`config.mk`:
```
export PLATFORM = sky130hd
export DESIGN_NAME = strategy_order_arbiter
export DESIGN_NICKNAME = d
export VERILOG_FILES = /design/src/rtl/trading_pkg.sv /design/src/rtl/order_token_bucket.sv /design/src/rtl/strategy_order_arbiter.sv
export SDC_FILE = /design/constraint.sdc
export NUM_CORES = 1
export LEC_CHECK = 0
export CAP_MARGIN = 20
export CORE_MARGIN = 2
export CORE_UTILIZATION = 40
export CTS_BUF_LIST = sky130_fd_sc_hd__clkbuf_16
export DETAILED_ROUTE_END_ITERATION = 6
export GPL_TIMING_DRIVEN = 0
export HOLD_SLACK_MARGIN = 0.03
export SLEW_MARGIN = 10
export SYNTH_ARGS = -nofsm -noshare
export SYNTH_HDL_FRONTEND = slang
export SYNTH_SLANG_ARGS = --single-unit
export TNS_END_PERCENT = 5
```
`constraint.sdc`:
```
create_clock -name clk -period 9.4 [get_ports clk]
set_input_delay 0.94 -clock clk [delete_from_list [all_inputs] [get_ports clk]]
set_output_delay 0.94 -clock clk [all_outputs]
set_load 0.1 [all_outputs]
```
`src/rtl/trading_pkg.sv`:
```
// Shared encodings for the strategy order arbiter: side values, reject reasons
// and the arbiter FSM state type.
package trading_pkg;

   localparam logic SIDE_BUY  = 1'b1;
   localparam logic SIDE_SELL = 1'b0;

   localparam logic [1:0] REJ_NONE = 2'b00;
   localparam logic [1:0] REJ_POS  = 2'b01;
   localparam logic [1:0] REJ_KILL = 2'b10;
   localparam logic [1:0] REJ_ZERO = 2'b11;

   typedef enum logic [1:0] {
      IDLE,
      CHECK,
      SEND
   } arb_state_t;

endpackage

```
`src/rtl/order_token_bucket.sv`:
```
// Token-bucket rate limiter: one token is added every REFILL_CYCLES clocks,
// saturating at RATE_TOKENS; each accepted order consumes one token.
module order_token_bucket #(
   parameter int RATE_TOKENS   = 4,
   parameter int REFILL_CYCLES = 256
) (
   input  logic clk,
   input  logic rstn,
   input  logic consume,
   output logic tokens_avail
);

   localparam int TOK_W = $clog2(RATE_TOKENS + 1);
   localparam int CNT_W = (REFILL_CYCLES > 1) ? $clog2(REFILL_CYCLES) : 1;

   logic [CNT_W-1:0] refill_cnt;
   logic [TOK_W-1:0] tokens;
   logic             wrap;
   logic             take;

   assign wrap         = (refill_cnt == CNT_W'(REFILL_CYCLES - 1));
   assign tokens_avail = (tokens != '0);
   assign take         = consume && tokens_avail;

   // A refill and a consume landing on the same edge cancel out.
   always_ff @(posedge clk or negedge rstn) begin
      if (!rstn) begin
         refill_cnt <= '0;
         tokens     <= TOK_W'(RATE_TOKENS);
      end else begin
         refill_cnt <= wrap ? '0 : refill_cnt + 1'b1;
         if (wrap && !take && (tokens != TOK_W'(RATE_TOKENS)))
            tokens <= tokens + 1'b1;
         else if (take && !wrap)
            tokens <= tokens - 1'b1;
      end
   end

endmodule

```
`src/rtl/strategy_order_arbiter.sv`:
```
// Arbitrates one-deep order slots from N_STRAT strategy engines onto a single
// valid/ready order port, with pre-trade position and rate limiting.
module strategy_order_arbiter
   import trading_pkg::*;
#(
   parameter int N_STRAT       = 4,
   parameter int MAX_POS       = 1000,
   parameter int RATE_TOKENS   = 4,
   parameter int REFILL_CYCLES = 256
) (
   input  logic                    clk,
   input  logic                    rstn,
   input  logic [N_STRAT-1:0]      req_signal,
   input  logic [32*N_STRAT-1:0]   req_qty,
   input  logic [N_STRAT-1:0]      req_side,
   input  logic signed [31:0]      cur_position,
   input  logic                    kill_switch,
   output logic                    ord_valid,
   input  logic                    ord_ready,
   output logic [31:0]             ord_qty,
   output logic                    ord_side,
   output logic [2:0]              ord_src,
   output logic                    rej_valid,
   output logic [2:0]              rej_src,
   output logic [1:0]              rej_reason,
   output logic [N_STRAT-1:0]      drop_pulse,
   output logic                    throttled
);

   localparam int IDX_W = $clog2(N_STRAT);
   localparam logic signed [33:0] POS_LIM = 34'(MAX_POS);

   arb_state_t          state, state_next;
   logic [IDX_W-1:0]    grant, grant_next;
   logic [IDX_W-1:0]    rr_ptr, rr_ptr_next;
   logic [N_STRAT-1:0]  slot_valid, slot_side, slot_clr, slot_held;
   logic [31:0]         slot_qty [N_STRAT];
   logic                sel_found;
   logic [IDX_W-1:0]    sel_idx, cand;
   logic [31:0]         grant_qty;
   logic                grant_side;
   logic signed [33:0]  cur_ext, qty_ext, projected;
   logic [1:0]          reason;
   logic                tokens_avail, consume;

   order_token_bucket #(
      .RATE_TOKENS  (RATE_TOKENS),
      .REFILL_CYCLES(REFILL_CYCLES)
   ) u_bucket (
      .clk         (clk),
      .rstn        (rstn),
      .consume     (consume),
      .tokens_avail(tokens_avail)
   );

   assign grant_qty  = slot_qty[grant];
   assign grant_side = slot_side[grant];
   assign cur_ext    = {{2{cur_position[31]}}, cur_position};
   assign qty_ext    = {2'b00, grant_qty};
   assign projected  = (grant_side == SIDE_BUY) ? cur_ext + qty_ext : cur_ext - qty_ext;

   always_comb begin
      reason = REJ_NONE;
      if (kill_switch)
         reason = REJ_KILL;
      else if (grant_qty == '0)
         reason = REJ_ZERO;
      else if ((projected > POS_LIM) || (projected < -POS_LIM))
         reason = REJ_POS;
   end

   // First valid slot at or after the round-robin pointer.
   always_comb begin
      sel_found = 1'b0;
      sel_idx   = '0;
      cand      = '0;
      for (int k = 0; k < N_STRAT; k++) begin
         cand = IDX_W'((int'(rr_ptr) + k) % N_STRAT);
         if (!sel_found && slot_valid[cand]) begin
            sel_found = 1'b1;
            sel_idx   = cand;
         end
      end
   end

   always_comb begin
      for (int i = 0; i < N_STRAT; i++)
         slot_held[i] = (state != IDLE) && (grant == IDX_W'(i));
   end

   always_ff @(posedge clk or negedge rstn) begin
      if (!rstn) begin
         state  <= IDLE;
         grant  <= '0;
         rr_ptr <= '0;
      end else begin
         state  <= state_next;
         grant  <= grant_next;
         rr_ptr <= rr_ptr_next;
      end
   end

   always_comb begin
      state_next  = state;
      grant_next  = grant;
      rr_ptr_next = rr_ptr;
      consume     = 1'b0;
      slot_clr    = '0;
      ord_valid   = 1'b0;
      ord_qty     = '0;
      ord_side    = SIDE_SELL;
      ord_src     = '0;
      rej_valid   = 1'b0;
      rej_src     = '0;
      rej_reason  = REJ_NONE;
      throttled   = 1'b0;
      case (state)
         IDLE: begin
            if (!kill_switch && sel_found) begin
               grant_next  = sel_idx;
               rr_ptr_next = (sel_idx == IDX_W'(N_STRAT - 1)) ? '0 : sel_idx + 1'b1;
               state_next  = CHECK;
            end
         end
         CHECK: begin
            if (reason != REJ_NONE) begin
               rej_valid       = 1'b1;
               rej_src         = 3'(grant);
               rej_reason      = reason;
               slot_clr[grant] = 1'b1;
               state_next      = IDLE;
            end else if (!tokens_avail) begin
               throttled = 1'b1;
            end else begin
               state_next = SEND;
            end
         end
         SEND: begin
            ord_valid = 1'b1;
            ord_qty   = grant_qty;
            ord_side  = grant_side;
            ord_src   = 3'(grant);
            if (ord_ready) begin
               consume         = 1'b1;
               slot_clr[grant] = 1'b1;
               state_next      = IDLE;
            end
         end
         default: state_next = IDLE;
      endcase
   end

   // Kill wipes every slot except the one already in flight, which finishes
   // through CHECK (rejected) or SEND (completed).
   always_ff @(posedge clk or negedge rstn) begin
      if (!rstn) begin
         slot_valid <= '0;
         slot_side  <= '0;
         drop_pulse <= '0;
         for (int i = 0; i < N_STRAT; i++)
            slot_qty[i] <= '0;
      end else begin
         drop_pulse <= '0;
         for (int i = 0; i < N_STRAT; i++) begin
            if (kill_switch) begin
               if (!slot_held[i] || slot_clr[i])
                  slot_valid[i] <= 1'b0;
            end else if (req_signal[i]) begin
               if (!slot_valid[i] || slot_clr[i]) begin
                  slot_valid[i] <= 1'b1;
                  slot_qty[i]   <= req_qty[32*i +: 32];
                  slot_side[i]  <= req_side[i];
               end else begin
                  drop_pulse[i] <= 1'b1;
               end
            end else if (slot_clr[i]) begin
               slot_valid[i] <= 1'b0;
            end
         end
      end
   end

endmodule

```
==> results.md, run 1 <==
- Status: complete, no violations
- Adder-cell share of the synthesized area: 0.04739
- Antenna-violating nets left: 0
- Crit. End Element: output port
- H-tree depth: 4
- Synthesized area: 11140 um2
- Number of remaining DRC errors: 0
- Drt wl/cell: 20.72 um
- Clock tree buffer depth: 2
- Netlist cell types: 78
- Area after DPL: 13820 um2
- IO buf count: 217
- P&R area growth vs syn: 30.16%
- Routed met1 length: 15.93 mm
- Die Area: 29210 um2
- Die width: 170.9 um
- HP Class: flop to flop
- CP arrival: 7.96 ns
- Setup TNS Final: 0 ns
- # placed instances: 1646
- Reg-to-Reg Start: grant[1]$_DFFE_PN0P_
- Largest family of logic cells by synthesized area: multiplexers
- DP Wirelength: 27.62 mm
- Worst r2r path cells: 25
- Grt ovf: 0
- IO Count: 220
- XOR/XNOR Fraction of Synth Area: 0.04638
- Final slew viol count: 0
- Compound-Gate Fraction of Synth Area: 0.1321
- Ys async rst share: 1.000
- Final Routed Wirelength: 34.92 mm
- NumNets Final: 1506
- Final worst path period share: 0.9467
- Flop-to-flop setup slack: 1.55 ns
- Worst-Margin Slew: 1.067 ns
- Effective utilization at floorplan: 0.4033
- Pre-antenna DRT Iters: 5
- Synthesized flop and latch total: 157
- RSZ-0062 raised after global routing: false
- Synth Area in Simple Gates: 0.1538
- Vias/cell: 5.477
- Met3 routed WL: 1.310 mm
- DR WL met2: 17.03 mm
- Cts bufs inserted: 17
- Post-synth EDFFs: 0
- Cell area after layout: 14500 um2
- Hold Fails Final Rpt: 0
- Hold depth: 1
- # fillers: 2539
- Critical Path RT: 8.46 ns
- Relative max-transition margin: 0.2863
- Mux cell area share after synthesis: 0.2287
- Hold Crit Start: u_bucket.refill_cnt[0]$_DFF_PN0_
- Register area share after synthesis: 0.3527
- Hold Path Sink: u_bucket.refill_cnt[0]$_DFF_PN0_
- Post-Synthesis Cells: 1049
- Worst Skew: 0.01765 ns
- Worst reg2reg path endpoint: slot_qty[67]$_DFFE_PN0P_
- Post-route non-filler standard cell count: 1685
- Ys Warns: 0
- Worst setup SP type: flop
- Minimum clock period: 8.899 ns
- Vias: 9228
- Post-synth top flop: dfrtp_1
- Placeable core area: 27630 um2
- Number of placement rows: 61
- Yosys top cell area share: 0.3504
- # Max-Cap Violations: 0
- Top post-synthesis cells by area: dfrtp_1 (35%), mux2_4 (8.1%), mux2_2 (7.9%), mux4_2 (5.5%), ha_1 (4.4%)
- Clk sinks: 157
- Clk root buf: clkbuf_16
- Footprint of the multi-input gates: 6840 um2
- Worst-path clk slew: 0.07 ns
- Most frequent cells in the layout: clkdlybuf4s50_1 (212), dfrtp_1 (156), mux2_2 (78)
- Share of layout cells above drive strength 1: 0.2067
- Antenna violations before repair: 2
- Largest net degree at the start of global routing: 88
- Syn_area_per_cell: 10.62 um2
- GRT Total Usage: 0.2421
- Final setup violation count: 0
- Worst-Skew Late Latency: 0.43 ns
- Commonest non-fill, non-tap cell in the layout: clkdlybuf4s50_1
- WS Path Type: flop to output port
- Placer Congestion: 0.8824
- Max Clk Rate: 0.1124 GHz
- Crit-path max FO: 10
- Die H: 170.9 um
- First-pass GRT wire length: 53.14 mm
- Reg area: 3930 um2
- Detailed router's first-iteration violation count: 656
- Vias in the first global route: 9081
- Uppermost layer routed: met4
- CTS tree: built
- Biggest area consumer among synthesized cells: dfrtp_1
critical path, cell delays in order, from the launching register on:
cell	delay [ns]
dfrtp_1	0.55
clkbuf_2	0.37
buf_2	0.39
mux4_2	0.46
nor2_1	0.26
and4_1	0.39
and2_1	0.26
a21oi_1	0.10
xor2_1	0.19
ha_1	0.28
clkbuf_1	0.31
nand4_1	0.27
or3_1	0.41
nor4b_1	0.32
o31ai_1	0.20
a211oi_1	0.27
nor2b_1	0.11
mux2_2	0.29
nor2_1	0.28
nor4_4	0.08
buf_4	0.17
or2_2	0.27
clkbuf_1	0.22
nor3_1	0.19
dlygate4sd2_1	0.88
synth_stat cells (5+ instances only):
cell	number
nand3_1	18
a31oi_1	8
xor2_1	30
o221ai_1	7
and2_1	45
nand2_1	59
buf_2	10
mux4_1	5
nor4b_1	5
ha_1	39
xnor2_1	29
nor4_1	11
buf_8	6
a21oi_1	65
o21ai_0	40
o31ai_1	10
clkbuf_1	36
dfrtp_1	156
nor3b_1	5
inv_1	29
nand4_1	9
nor4_2	6
nor3_1	32
nor2b_1	12
mux4_2	27
o21a_1	7
mux2_4	60
nor2_1	69
and4_1	8
o211ai_1	8
mux2_2	78
or3_1	8
a211oi_1	14
a21o_1	12
repair_timing:
item,CTS,global route
setup buffers,0,7
hold buffers,0,0
pin swaps,0,3
endpoints found under the setup margin,5,5
gates resized for setup,19,7
cell type report:
cell class,instances,area share
Multi-Input combinational cell,806,0.4717
Sequential cell,157,0.2710
Timing Repair Buffer,225,0.1552
Tap cell,378,0.03261
Clock buffer,17,0.02933
Buffer,57,0.02226
Clock inverter,15,0.01027
Inverter,29,0.007506
Antenna cell,1,0.0001725
flip-flops by register name (all words and copies together), names as in the netlist:
name	cells
u_bucket.tokens	3
state	2
slot_valid	4
slot_side	4
u_bucket.refill_cnt	8
grant	2
slot_qty	128
drop_pulse	4
rr_ptr	2
metrics by stage:
stage	worst slack [ns]	hold slack [ns]	util
6_report	0.5012	0.4878	0.5249
5_1_grt	0.02422	0.5001	0.5249
4_1_cts	0.04129	0.4890	0.5217
3_5_place_dp	-1.130	0.4769	0.5003
3_3_place_gp	-1.102	0.4667	0.4991
2_1_floorplan	1.055	0.4462	-
kinds of logic after synthesis:
kind of cell,count (synthesis)
compound gates,219
xor+xnor,59
fa+ha+maj,41
buf+inv,87
flops,157
mux,173
other cells,1
simple gates,312
metal layers:
metal  GRT usage  vias up
li1            -     4398
met1      0.3291     4552
met2      0.4107      250
met3     0.02799       28
met4     0.06522        0
met5           0        -
how the worst max path moves through the flow:
stage,start,endpoint,slack (ns),cells after the start
2_1_floorplan,grant[1]$_DFFE_PN0P_,rej_src[1],1.05,23
3_3_place_gp,grant[1]$_DFFE_PN0P_,throttled,-1.10,25
3_5_place_dp,grant[1]$_DFFE_PN0P_,throttled,-1.13,25
4_1_cts,grant[0]$_DFFE_PN0P_,throttled,0.04,24
5_1_grt,grant[0]$_DFFE_PN0P_,rej_valid,0.02,24
6_report,grant[1]$_DFFE_PN0P_,rej_src[0],0.50,24
Power of run 1 is not shown: default switching activity piles up to over one toggle a cycle in this logic, so the estimate is an artifact.
==> run 2, diff against run 1 <==
Settings changed: CAP_MARGIN 20 to 15.
==> results of run 2 <==
Final layout, timing and power as in run 1 (identical DEF).
Power of run 2 is left out for the same reason.
==> run 3, diff against run 2 <==
Settings changed: SYNTH_HIERARCHICAL set to 1.
==> run 3 against run 2 <==
Against the previous run:
- die area grew 28%
- largest cell class unchanged
- the flow now finishes with violations (DRC)
- fmax fell by 3.0%
- area after synthesis grew 29%
==> results.md, run 3 <==
- Placeable core area: 35480 um2 (+28%)
- Count leader, synth: nand2_1
- CTS tree: built
- Syn_area_per_cell: 7.957 um2 (-25%)
- Setup TNS Final: 0 ns (unchanged)
- Top flop regs: slot_qty (128), u_bucket/refill_cnt (8)
- # diodes: 0 (-1)
- Post-route setup slack: 0.2242 ns (-0.2770 ns)
- Footprint of the multi-input gates: 9363 um2 (+37%)
- Worst-path clk slew: 0.07 ns (about the same)
- Worst Skew: 0.01103 ns (-0.006619 ns)
- Final worst path period share: 0.9761 (+0.02947)
- Vias in the first global route: 15.17k (+67%)
- RSZ-0062 raised after global routing: false
- Number of remaining DRC errors: 10 (+10)
- Post-Synthesis Cells: 1809 (+72%)
- IO Count: 220 (unchanged)
- Final Routed Wirelength: 60.40 mm (+73%)
- Antenna violations before repair: 0 (-2)
- # placed instances: 2489 (+51%)
- Hold Slack: 0.5185 ns (+0.03074 ns)
- Share of layout cells above drive strength 1: 0.06990 (-0.1368)
- Worst-Margin Slew: 1.180 ns (+0.1131 ns)
- Max Clk Rate: 0.1090 GHz (-3.0%)
- Die H: 193.7 um (+13%)
- Grt ovf: 0 (unchanged)
- Synthesized flop and latch total: 157 (unchanged)
- Die Area: 37520 um2 (+28%)
- Worst-case vdd ir drop: 0.2784 mV
- DP Wirelength: 46.64 mm (+69%)
- Worst setup SP type: flop
- Number of placement rows: 69 (+13%)
- Antenna-violating nets left: 0 (unchanged)
- Post-synth EDFFs: 0 (unchanged)
- # Max-Cap Violations: 0 (unchanged)
- Synth top cells by count: nand2_1 (243), nand3_1 (179), dfrtp_1 (156), clkbuf_1 (118), a21oi_1 (100)
- Commonest non-fill, non-tap cell in the layout: nand2_1
- H-tree depth: 4 (unchanged)
- Post-route non-filler standard cell count: 2521 (+50%)
- Biggest area consumer among synthesized cells: dfrtp_1
- Ys async rst share: 1.000 (unchanged)
- Status: finished, violations left
- Cts bufs inserted: 17 (unchanged)
- Top post-synthesis cells by area: dfrtp_1 (27%), nand2_1 (6.3%), nand3_1 (6.2%), mux4_2 (5.2%), a311o_1 (4.5%)
- Effective utilization at floorplan: 0.4057 (+0.002422)
- Mux cell area share after synthesis: 0.05980 (-0.1689)
- Crit-path max FO: 10 (unchanged)
- Clk sinks: 157 (unchanged)
- Adder-cell share of the synthesized area: 0.03668 (-0.01071)
- IO buf count: 217 (unchanged)
- Placer Congestion: 0.9508 (+7.8%)
- CP arrival: 8.24 ns (+0.28 ns)
- # fillers: 3430 (+35%)
- Final core occ: 0.5016 (-0.02334)
- Most flop-heavy register: slot_qty
- P&R area growth vs syn: 23.63%
- XOR/XNOR Fraction of Synth Area: 0.03155 (-0.01483)
- Largest net degree at the start of global routing: 99 (+13%)
- HP Class: flop to flop
- Failing checks: DRC
- Vias/cell: 6.433 (+17%)
- Worst r2r path cells: 26 (+4.0%)
- Synthesized area: 14400 um2 (+29%)
- Most frequent cells in the layout: nand2_1 (243), clkdlybuf4s50_1 (211), nand3_1 (179)
- Final slew viol count: 0 (unchanged)
- NumNets Final: 2260 (+50%)
- Compound-Gate Fraction of Synth Area: 0.2598 (+0.1277)
- Register area share after synthesis: 0.2730 (-0.07971)
- Crit. End Element: output port
- Final setup violation count: 0 (unchanged)
- Setup slack at placement: -0.1624 ns (+0.9677 ns)
- Worst-Skew Late Latency: 0.45 ns (+0.02 ns)
- Vias: 16.22k (+76%)
- Detailed router's first-iteration violation count: 1760 (+170%)
- Clock tree buffer depth: 2 (unchanged)
- Pre-antenna DRT Iters: 7 (+2)
- Yosys top cell area share: 0.2712 (-0.07918)
- Die width: 193.7 um (+13%)
- Minimum clock period: 9.176 ns (+0.2770 ns)
- Ys Warns: 6 (+6)
- Max reg flops: 128 (unchanged)
- Clk root buf: clkbuf_16
- Synth Area in Simple Gates: 0.2614 (+0.1075)
- Drt wl/cell: 23.96 um (+16%)
- Netlist cell types: 81 (+3.8%)
- WS Path Type: flop to output port
- GRT Total Usage: 0.3124 (+0.07033)
- Hold Fails Final Rpt: 0 (unchanged)
- Post-CTS Hold Buffers: 0 (unchanged)
- Largest family of logic cells by synthesized area: simple AND/OR/NAND/NOR gates
- Relative max-transition margin: 0.1927 (-0.09352)
- Critical Path RT: 8.46 ns (about the same)
- Post-synth top flop: dfrtp_1
- Reg area: 3930 um2 (unchanged)
- Leakage: 0.006980 uW
- First-pass GRT wire length: 91.00 mm (+71%)
- Hold depth: 1 (unchanged)
- PD cells: 448.5 nW/um2
==> run 3: cell types whose count changed after synthesis, sizes merged, moves of 66 or more <==
cell    change
o311ai     +69
nand3     +163
mux2      -132
o211ai     +66
nand2     +184
clkbuf     +82
==> run 3: logic make-up after synthesis <==
kind of cell | after synthesis
buffers and inverters | 257
AOI/OAI and AO/OA | 510
other | 1
adders and majority gates | 41
and+or+nand+nor | 748
xor gates and xnor gates | 51
muxes | 44
DFF | 157
==> run 3: worst max-delay path, cell delays in order (launching register included) <==
cell and delay [ns]:
dfrtp_1 0.32, clkbuf_1 0.35, buf_2 0.38, buf_2 0.35, buf_2 0.34, mux4_2 0.49
buf_1 0.32, nor2_1 0.28, xor2_1 0.20, ha_1 0.30, and3_1 0.19, a221oi_1 0.55
o21bai_1 0.42, o21ai_0 0.41, a211oi_2 0.21, a21o_1 0.20, a2111oi_0 0.83, and4_1 0.41
nand3b_1 0.09, nand2_1 0.12, nand3_1 0.15, nor2_1 0.26, clkdlybuf4s15_2 0.60
==> run 3: per-layer routing <==
layer | vias to the layer above | global-route usage | part of all wire
met5 | - | 0 | 0
met4 | 0 | 0.1487 | 0.051
met3 | 135 | 0.05010 | 0.085
met2 | 910 | 0.4968 | 0.45
met1 | 7843 | 0.4155 | 0.41
li1 | 7329 | - | -
==> run 3: cell type report <==
class / instances / share of cell area
flip-flops and latches: 157 / 0.2208
clock inverters: 15 / 0.01019
plain buffers: 169 / 0.04436
repair buffers: 218 / 0.1237
multi-input cells: 1396 / 0.5261
well taps: 461 / 0.03241
inverters: 88 / 0.01856
clock buffers: 17 / 0.02390
==> run 3: path summary, 6_finish.rpt <==
check                           slack [ns]                          endpoint                              from
max in group asynchronous             8.02          slot_qty[66]$_DFFE_PN0P_                              rstn
worst min-delay path                  0.52  u_bucket/refill_cnt[4]$_DFF_PN0_  u_bucket/refill_cnt[4]$_DFF_PN0_
worst min register to register        0.52  u_bucket/refill_cnt[4]$_DFF_PN0_  u_bucket/refill_cnt[4]$_DFF_PN0_
worst max-delay path                  0.22                         throttled              grant[1]$_DFFE_PN0P_
worst max register to register        1.18           drop_pulse[3]$_DFF_PN0_              grant[1]$_DFFE_PN0P_
min in group asynchronous             0.56          slot_qty[44]$_DFFE_PN0P_                              rstn
==> run 3: metrics by stage <==
| stage | total power (uW) | area, um2 |
|---|---|---|
| final | 7982 | 17800 |
| after global routing | 8498 | 17800 |
| after CTS | 7846 | 17800 |
| after detailed placement | 7074 | 17180 |
| after global placement | 7031 | 17150 |
| after floorplan | 5311 | 14400 |
==> run 3: power breakdown <==
part / total, uW / internal [uW] / switching (uW)
sequential: 1390 / 956 / 431
combinational: 5850 / 2050 / 3800
clock: 743 / 440 / 303
total: 7980 / 3450 / 4540
==> run 3: timing repair <==
action                                  4_1_cts  5_1_grt
resized for setup                             9        8
endpoints found under the setup margin        5        5
buffers inserted                              0        0
No activity file was read; power rests on OpenSTA's default activity.
